===== config.mk =====
export PLATFORM = sky130hd
export DESIGN_NAME = mem_port_arbiter
export DESIGN_NICKNAME = d
export VERILOG_FILES = /design/src/rtl/mem_port_arbiter.sv
export SDC_FILE = /design/constraint.sdc
export NUM_CORES = 1
export LEC_CHECK = 0
export BUFFER_PORTS_ARGS = -buffer_cell sky130_fd_sc_hd__buf_4
export CAP_MARGIN = 0
export CORE_ASPECT_RATIO = 0.6
export CORE_MARGIN = 2
export CORE_UTILIZATION = 50
export CTS_BUF_LIST = sky130_fd_sc_hd__clkbuf_8
export DETAILED_ROUTE_END_ITERATION = 8
export GPL_ROUTABILITY_DRIVEN = 0
export GPL_TIMING_DRIVEN = 0
export HOLD_SLACK_MARGIN = 0.08
export PLACE_DENSITY = 0.84
export SYNTH_ARGS = -nofsm -noshare
export SYNTH_HDL_FRONTEND = slang
export SYNTH_SLANG_ARGS = --single-unit

===== constraint.sdc =====
create_clock -name clk -period 2.5 [get_ports clk]
set_clock_uncertainty 0.1 [all_clocks]
set_input_delay 0.375 -clock clk [delete_from_list [all_inputs] [get_ports clk]]
set_output_delay 0.375 -clock clk [all_outputs]
set_load 0.005 [all_outputs]

===== src/rtl/mem_port_arbiter.sv =====
// mem_port_arbiter: shares one single-port RAM between instruction fetch and the
// load/store stage. Data wins ties; one access is in flight at a time.
module mem_port_arbiter #(
   parameter int LATENCY = 1
) (
   input  logic        clk,
   input  logic        rst,
   input  logic        if_req,
   input  logic [11:0] if_addr,
   output logic [31:0] if_rdata,
   output logic        if_ack,
   input  logic [1:0]  mem_rw_i,
   input  logic [11:0] mem_addr_i,
   input  logic [3:0]  mem_sel_i,
   input  logic [31:0] mem_data_i,
   output logic [31:0] mem_rdata,
   output logic        mem_ack,
   output logic        stallreq_if,
   output logic        stallreq_mem,
   output logic        ram_en,
   output logic [3:0]  ram_we,
   output logic [9:0]  ram_addr,
   output logic [31:0] ram_wdata,
   input  logic [31:0] ram_rdata
);
   typedef enum logic [1:0] {
      ST_IDLE  = 2'd0,
      ST_ISSUE = 2'd1,
      ST_WAIT  = 2'd2,
      ST_DONE  = 2'd3
   } state_t;

   localparam logic [2:0] LAT_C = 3'(LATENCY);

   state_t      state_r;
   logic [2:0]  cnt_r;
   logic        owner_data_r;
   logic        capture_r;
   logic        data_valid_s;
   logic        unused_addr_lsb_s;

   // Opcode 11 is treated exactly like 00: no request.
   assign data_valid_s      = (mem_rw_i == 2'b01) || (mem_rw_i == 2'b10);
   assign stallreq_if       = if_req & ~if_ack & ~rst;
   assign stallreq_mem      = data_valid_s & ~mem_ack & ~rst;
   assign unused_addr_lsb_s = ^{if_addr[1:0], mem_addr_i[1:0]};

   // Access sequencer: grant in IDLE, strobe in ISSUE, latency wait, ack in DONE.
   always_ff @(posedge clk) begin
      if (rst) begin
         state_r      <= ST_IDLE;
         cnt_r        <= 3'd0;
         owner_data_r <= 1'b0;
         capture_r    <= 1'b0;
         if_rdata     <= 32'd0;
         mem_rdata    <= 32'd0;
         if_ack       <= 1'b0;
         mem_ack      <= 1'b0;
         ram_en       <= 1'b0;
         ram_we       <= 4'd0;
         ram_addr     <= 10'd0;
         ram_wdata    <= 32'd0;
      end else begin
         case (state_r)
            ST_IDLE: begin
               if (data_valid_s) begin
                  owner_data_r <= 1'b1;
                  capture_r    <= (mem_rw_i == 2'b01);
                  ram_addr     <= mem_addr_i[11:2];
                  ram_we       <= (mem_rw_i == 2'b10) ? mem_sel_i : 4'd0;
                  ram_wdata    <= mem_data_i;
                  cnt_r        <= LAT_C;
                  ram_en       <= 1'b1;
                  state_r      <= ST_ISSUE;
               end else if (if_req) begin
                  owner_data_r <= 1'b0;
                  capture_r    <= 1'b1;
                  ram_addr     <= if_addr[11:2];
                  ram_we       <= 4'd0;
                  ram_wdata    <= 32'd0;
                  cnt_r        <= LAT_C;
                  ram_en       <= 1'b1;
                  state_r      <= ST_ISSUE;
               end else begin
                  state_r      <= ST_IDLE;
               end
            end
            ST_ISSUE: begin
               ram_en  <= 1'b0;
               state_r <= ST_WAIT;
            end
            ST_WAIT: begin
               cnt_r <= cnt_r - 3'd1;
               // Count of 1 marks the cycle the RAM word is valid on ram_rdata.
               if (cnt_r == 3'd1) begin
                  if (capture_r && owner_data_r) begin
                     mem_rdata <= ram_rdata;
                  end else if (capture_r) begin
                     if_rdata <= ram_rdata;
                  end
                  if (owner_data_r) begin
                     mem_ack <= 1'b1;
                  end else begin
                     if_ack <= 1'b1;
                  end
                  state_r <= ST_DONE;
               end
            end
            ST_DONE: begin
               if_ack    <= 1'b0;
               mem_ack   <= 1'b0;
               ram_we    <= 4'd0;
               ram_addr  <= 10'd0;
               ram_wdata <= 32'd0;
               state_r   <= ST_IDLE;
            end
            default: begin
               state_r <= ST_IDLE;
            end
         endcase
      end
   end
endmodule


Word level (Yosys, flattened, before mapping)
Index checks and enable logic that the tools add are counted.
- bits in registers: 120
- input bits: 97
- output and inout port bits: 115
- word-level logic and storage cells: 76
- add/sub/neg operators: 1
- eq/ne operators: 10
- multiplexer cells: 29
- bitwise logic cells: 8
- reduce and logical (&&, ||, !) cells: 16
- operators with widths (cell ; number):
    $mux W32 ; 2
    $pmux W32 S2 ; 1
    $mux W10 ; 2
    $pmux W10 S2 ; 1
    $mux W4 ; 3
    $mux W1 ; 11
    $reduce_bool A2 Y1 ; 5
    $reduce_and A3 Y1 ; 3
    $pmux W2 S4 ; 1
    $pmux W4 S2 ; 1
    $reduce_and A2 Y1 ; 4
    $eq A2 B2 Y1 const B ; 3
    $mux W3 ; 2
    $ne A2 B2 Y1 const B ; 3
    $pmux W1 S2 ; 3
    $pmux W3 S2 ; 1
    $and A1 B1 Y1 ; 4
    $eq A2 B1 Y1 const B ; 2
    $not A1 Y1 ; 4
    $reduce_and A4 Y1 ; 1
    $eq A3 B1 Y1 const B ; 1
    $ne A3 B3 Y1 const B ; 1
    $sub A3 B1 Y3 const B ; 1
    $logic_not A2 Y1 ; 1
    3 further kinds ; 3

Longest topological paths before layout
- depth after elaboration: 4
- depth in mapped cells: 8
- mapped depth without buffers: 5

Worst setup path before layout
No wires, ideal clock.
- path kind: input to register
- from: in mem_rw_i[0]
- to: reg cnt_r[1]
- library setup time: 70 ps
- arrival: 1728 ps
- data required time: 2330 ps
- path slack: 602 ps
- stages: 7
- path buffers: 2
- cells stage by stage: inv_1 ha_1 buf_2 and3b_4 buf_6 or4_1 a21oi_1
- word-level cells in the longest chain between the ends: 4
- elaborated cells between the ends (all ways): 7
- classes of those cells: 3 x eq/ne; 2 x mux; 2 x reduce/logical
- ends and longest elaborated chain (item ; line ; RTL):
    start: declaration ; 12 ; input logic [1:0] mem_rw_i,
    $eq A2 B1 Y1 / $eq A2 B2 Y1 (equally long branches) ; 43 ; assign data_valid_s = (mem_rw_i == 2'b01) || (mem_rw_i == 2'b10);
    $logic_or A1 B1 Y1 (*) ; 43 ;
    $mux W3 / $ne A3 B3 Y1 (equally long branches) ; - ;
    $pmux W3 S2 / $reduce_and A2 Y1 (equally long branches) ; - ;
    end signal: assignment ; 93 ; cnt_r <= cnt_r - 3'd1;
    end: declaration ; 36 ; logic [2:0] cnt_r;
Every way passes the cells marked *; elsewhere a longest branch is shown, timed or not.
A chain may end at the register's enable or synchronous reset.

Final worst setup path
- from: reg state_r[0]
- to: reg ram_addr[5]
- word-level cells in the longest chain between the ends: 3
- elaborated cells between the ends (all ways): 6
- classes of those cells: 2 x eq/ne; 1 x mux; 3 x reduce/logical
- ends and longest elaborated chain (item ; line ; RTL):
    start: declaration ; 35 ; state_t state_r;
    start signal: assignment ; 51 ; state_r <= ST_IDLE;
    start signal: assignment ; 74 ; state_r <= ST_ISSUE;
    start signal: assignment ; 83 ; state_r <= ST_ISSUE;
    $logic_not A2 Y1 / $eq A2 B2 Y1 (equally long branches) ; 64 ; case (state_r)
    $ne A3 B3 Y1 (no line) / $reduce_bool A2 Y1 (equally long branches) ; - ;
    $reduce_and A2 Y1 (no line) ; - ;
    end signal: assignment ; 69 ; ram_addr <= mem_addr_i[11:2];
    end signal: assignment ; 78 ; ram_addr <= if_addr[11:2];
    end: declaration ; 22 ; output logic [9:0] ram_addr,
Several ways; a longest one is shown, not always the timed one.

==> run_results.csv <==
group,metric,value,unit
outcome,outcome,"complete, no violations",
global_routing,track_usage,0.273,
critical_path,crit_top_cell,"clkbuf_1",
cts,clock-sinks,120,
synthesis,yosysWarningCount,0,
power,ir_worst_vdd,0.515,mV
global_routing,grt_pass1_vias,4790,
cts,root_buffer,"clkbuf_8",
synthesis,synth-seq-cells,120,
cts,htree_levels,4,
synthesis,syn_area,5120,um2
synthesis,synth_edf_count,0,
cells_and_area,area_growth,43.4,%
floorplan,core,9910,um2
cells_and_area,diodes,0,
floorplan,pin_count,212,
critical_path,crit_path_cell_trace,"inv_1 -> ha_1 -> clkbuf_1 -> nor2_2 -> clkbuf_1 -> o21ai_0 -> a21oi_1",
sta,worst_slew_pin_slew,646,ps
drt,first_pass_iters,5,
critical_path,slowest_delay,450,ps
sta,setup-violations-final,0,
drt,ant_nets,0,
cts,postCtsSetupBuffers,0,
worst_hold_path,hp-class,"in2reg",
critical_path,reg2reg_depth,7,
drt,dr_total_vias,4831,
synthesis,syn-num-nets,646,
global_routing,antenna_found_initial,0,
floorplan,num_rows,28,
floorplan,die_x,135,um
synthesis,ys_seq_area_frac,0.469,
cts,cts_buffers,17,
cts,cts_max_path_buffers,2,
critical_path,critPathKind,"reg2reg",
synthesis,async_reset_ff_frac,0,
cells_and_area,fin_util,0.741,
placement,dpl.hpwl,11400,um
drt,vias_per_cell,5.25,
cells_and_area,drive_gt1_frac,0.336,
sta,final.period_utilization,0.908,
cts,path_clk_slew,80,ps
critical_path,startpoint_type,"flop",
sta,finalSetupTns,0,ps
drt,wire_per_inst,16.5,um
sta,relSlewSlack,0.567,
floorplan,start_util,0.517,
drt,first_iter_violations,245,
synthesis,syn_avg_cell_area,9.47,um2
drt,drc,0,
critical_path,worstPathArrival,2520,ps
floorplan,die-area,11100,um2
critical_path,path_max_fanout,10,
floorplan,die_h,82.4,um
sta,report.final.slew_viol_count,0,
placement,io_buffer_count,206,
critical_path,cp.required,2750,ps
cells_and_area,nNetsFinal,877,
drt,wirelength,15100,um
critical_path,r2r_slack,230,ps
global_routing,grt_overflow,0,
power,p_per_area,796,nW/um2
synthesis,syn_inst,541,
sta,finalCriticalPeriod,2270,ps
synthesis,synth_cell_type_count,39,
sta,hold_viol_final,0,
critical_path,cp_slowest_cell,"clkbuf_1",
cts,insertion_delay,420,ps
critical_path,crit_path_end_kind,"flop",
worst_hold_path,hold_depth,3,
sta,rsz0062_at_grt,"no",
sta,fmax,440,MHz
global_routing,grt_pass1_wl,23700,um
cells_and_area,final_common_cell,"buf_4",
synthesis,synth-main-ff-cell,"dfxtp_1",
global_routing,grt_max_degree,17,
cells_and_area,layout_common_cells,"buf_4, dfxtp_1, nand2b_1, mux2i_1, o21ai_0",
cts,cts_tree,"built",
power,p_leak,3.27,nW
job,maxCapViolCount,0,
==> power by group <==
| part | total, mW | internal (mW) | switching (mW) | leakage (nW) |
|---|---|---|---|---|
| logic | 1.63 | 0.710 | 0.925 | 2.08 |
| registers | 2.26 | 2.12 | 0.135 | 0.974 |
| clock network | 1.95 | 1.12 | 0.832 | 0.213 |
==> worst max-delay path: cells and delay by family, from the launching register on <==
family                     cells  cell delay [ps]
DFF                            1              400
and+or+nand+nor                1              330
adders and majority gates      1              250
buffers and inverters          3              780
AOI/OAI and AO/OA              2              330
==> final timing paths <==
kind,startpoint,end
setup reg to reg,state_r[0],ram_addr[5]
setup / recovery,state_r[0],ram_addr[5]
hold reg to reg,if_rdata[26],if_rdata[26]
hold / removal,mem_data_i[31],ram_wdata[31]
==> routing by layer <==
metal	vias to the layer above	GRT usage	wire [um]
li1	2317	-	-
met1	2331	0.354	6750
met2	168	0.454	7250
met3	15	0.0775	976
met4	0	0.0747	166
met5	-	0	0
==> through the flow <==
step / power [mW] / setup slack [ps] / hold WS, ps / std cells / cell area (um2)
after floorplan: 3.19 / 602 / 350 / 541 / 5120
after global placement: 3.80 / 352 / 359 / 882 / 6840
after detailed placement: 3.88 / 188 / 364 / 882 / 6840
after CTS: 5.82 / 164 / 80.7 / 917 / 7310
after global routing: 6.15 / 49.9 / 82.1 / 920 / 7340
final: 5.84 / 229 / 93.4 / 920 / 7340
==> cell usage after synthesis, types with 2 or more instances <==
cell type  count  share of area
mux2_2        10          0.022
nor2b_1        2         0.0024
nand2b_1     101           0.12
nand4_1       14          0.017
ha_1           8          0.020
buf_6          3         0.0066
nor2_1         4         0.0029
nor3_1         2         0.0020
buf_2          4         0.0039
a31oi_1        4         0.0049
nand2_1       35          0.026
dfxtp_1      120           0.47
clkbuf_1      31          0.023
nand3b_1       3         0.0044
inv_1          8         0.0059
o21ai_0       52          0.051
nand3_1        6         0.0059
nor3b_1        2         0.0029
mux2i_1       64           0.13
buf_4          2         0.0029
a21oi_1       48          0.047
==> logic make-up after synthesis <==
logic type,after synthesis,synth area share
multiplexers,74,0.147
AO/OA/AOI/OAI,107,0.108
AND/OR/NAND/NOR,180,0.206
flip-flops,120,0.469
buffers and inverters,52,0.0503
adder cells (fa/ha/maj),8,0.0195
==> timing repair <==
item	in CTS	in global routing
endpoints found under the hold margin	3	3
endpoints found under the setup margin	0	17
hold buffers	3	3
resized for setup	0	1
==> flip-flops by register name, summed over array words and instances, names as in the netlist <==
name          flops
mem_ack           1
if_rdata         32
ram_en            1
state_r           2
cnt_r             3
ram_addr         10
owner_data_r      1
ram_wdata        32
mem_rdata        32
if_ack            1
capture_r         1
ram_we            4
==> cell type report <==
class,instances,area [um2]
fill,728,2570
clock buffer,18,248
clock inverter,14,198
multi-input combinational,369,2460
sequential,120,2400
inverter,9,33.8
tap,135,169
buffer,43,224
timing repair buffer,212,1610
(Power assumes the default switching activity.)
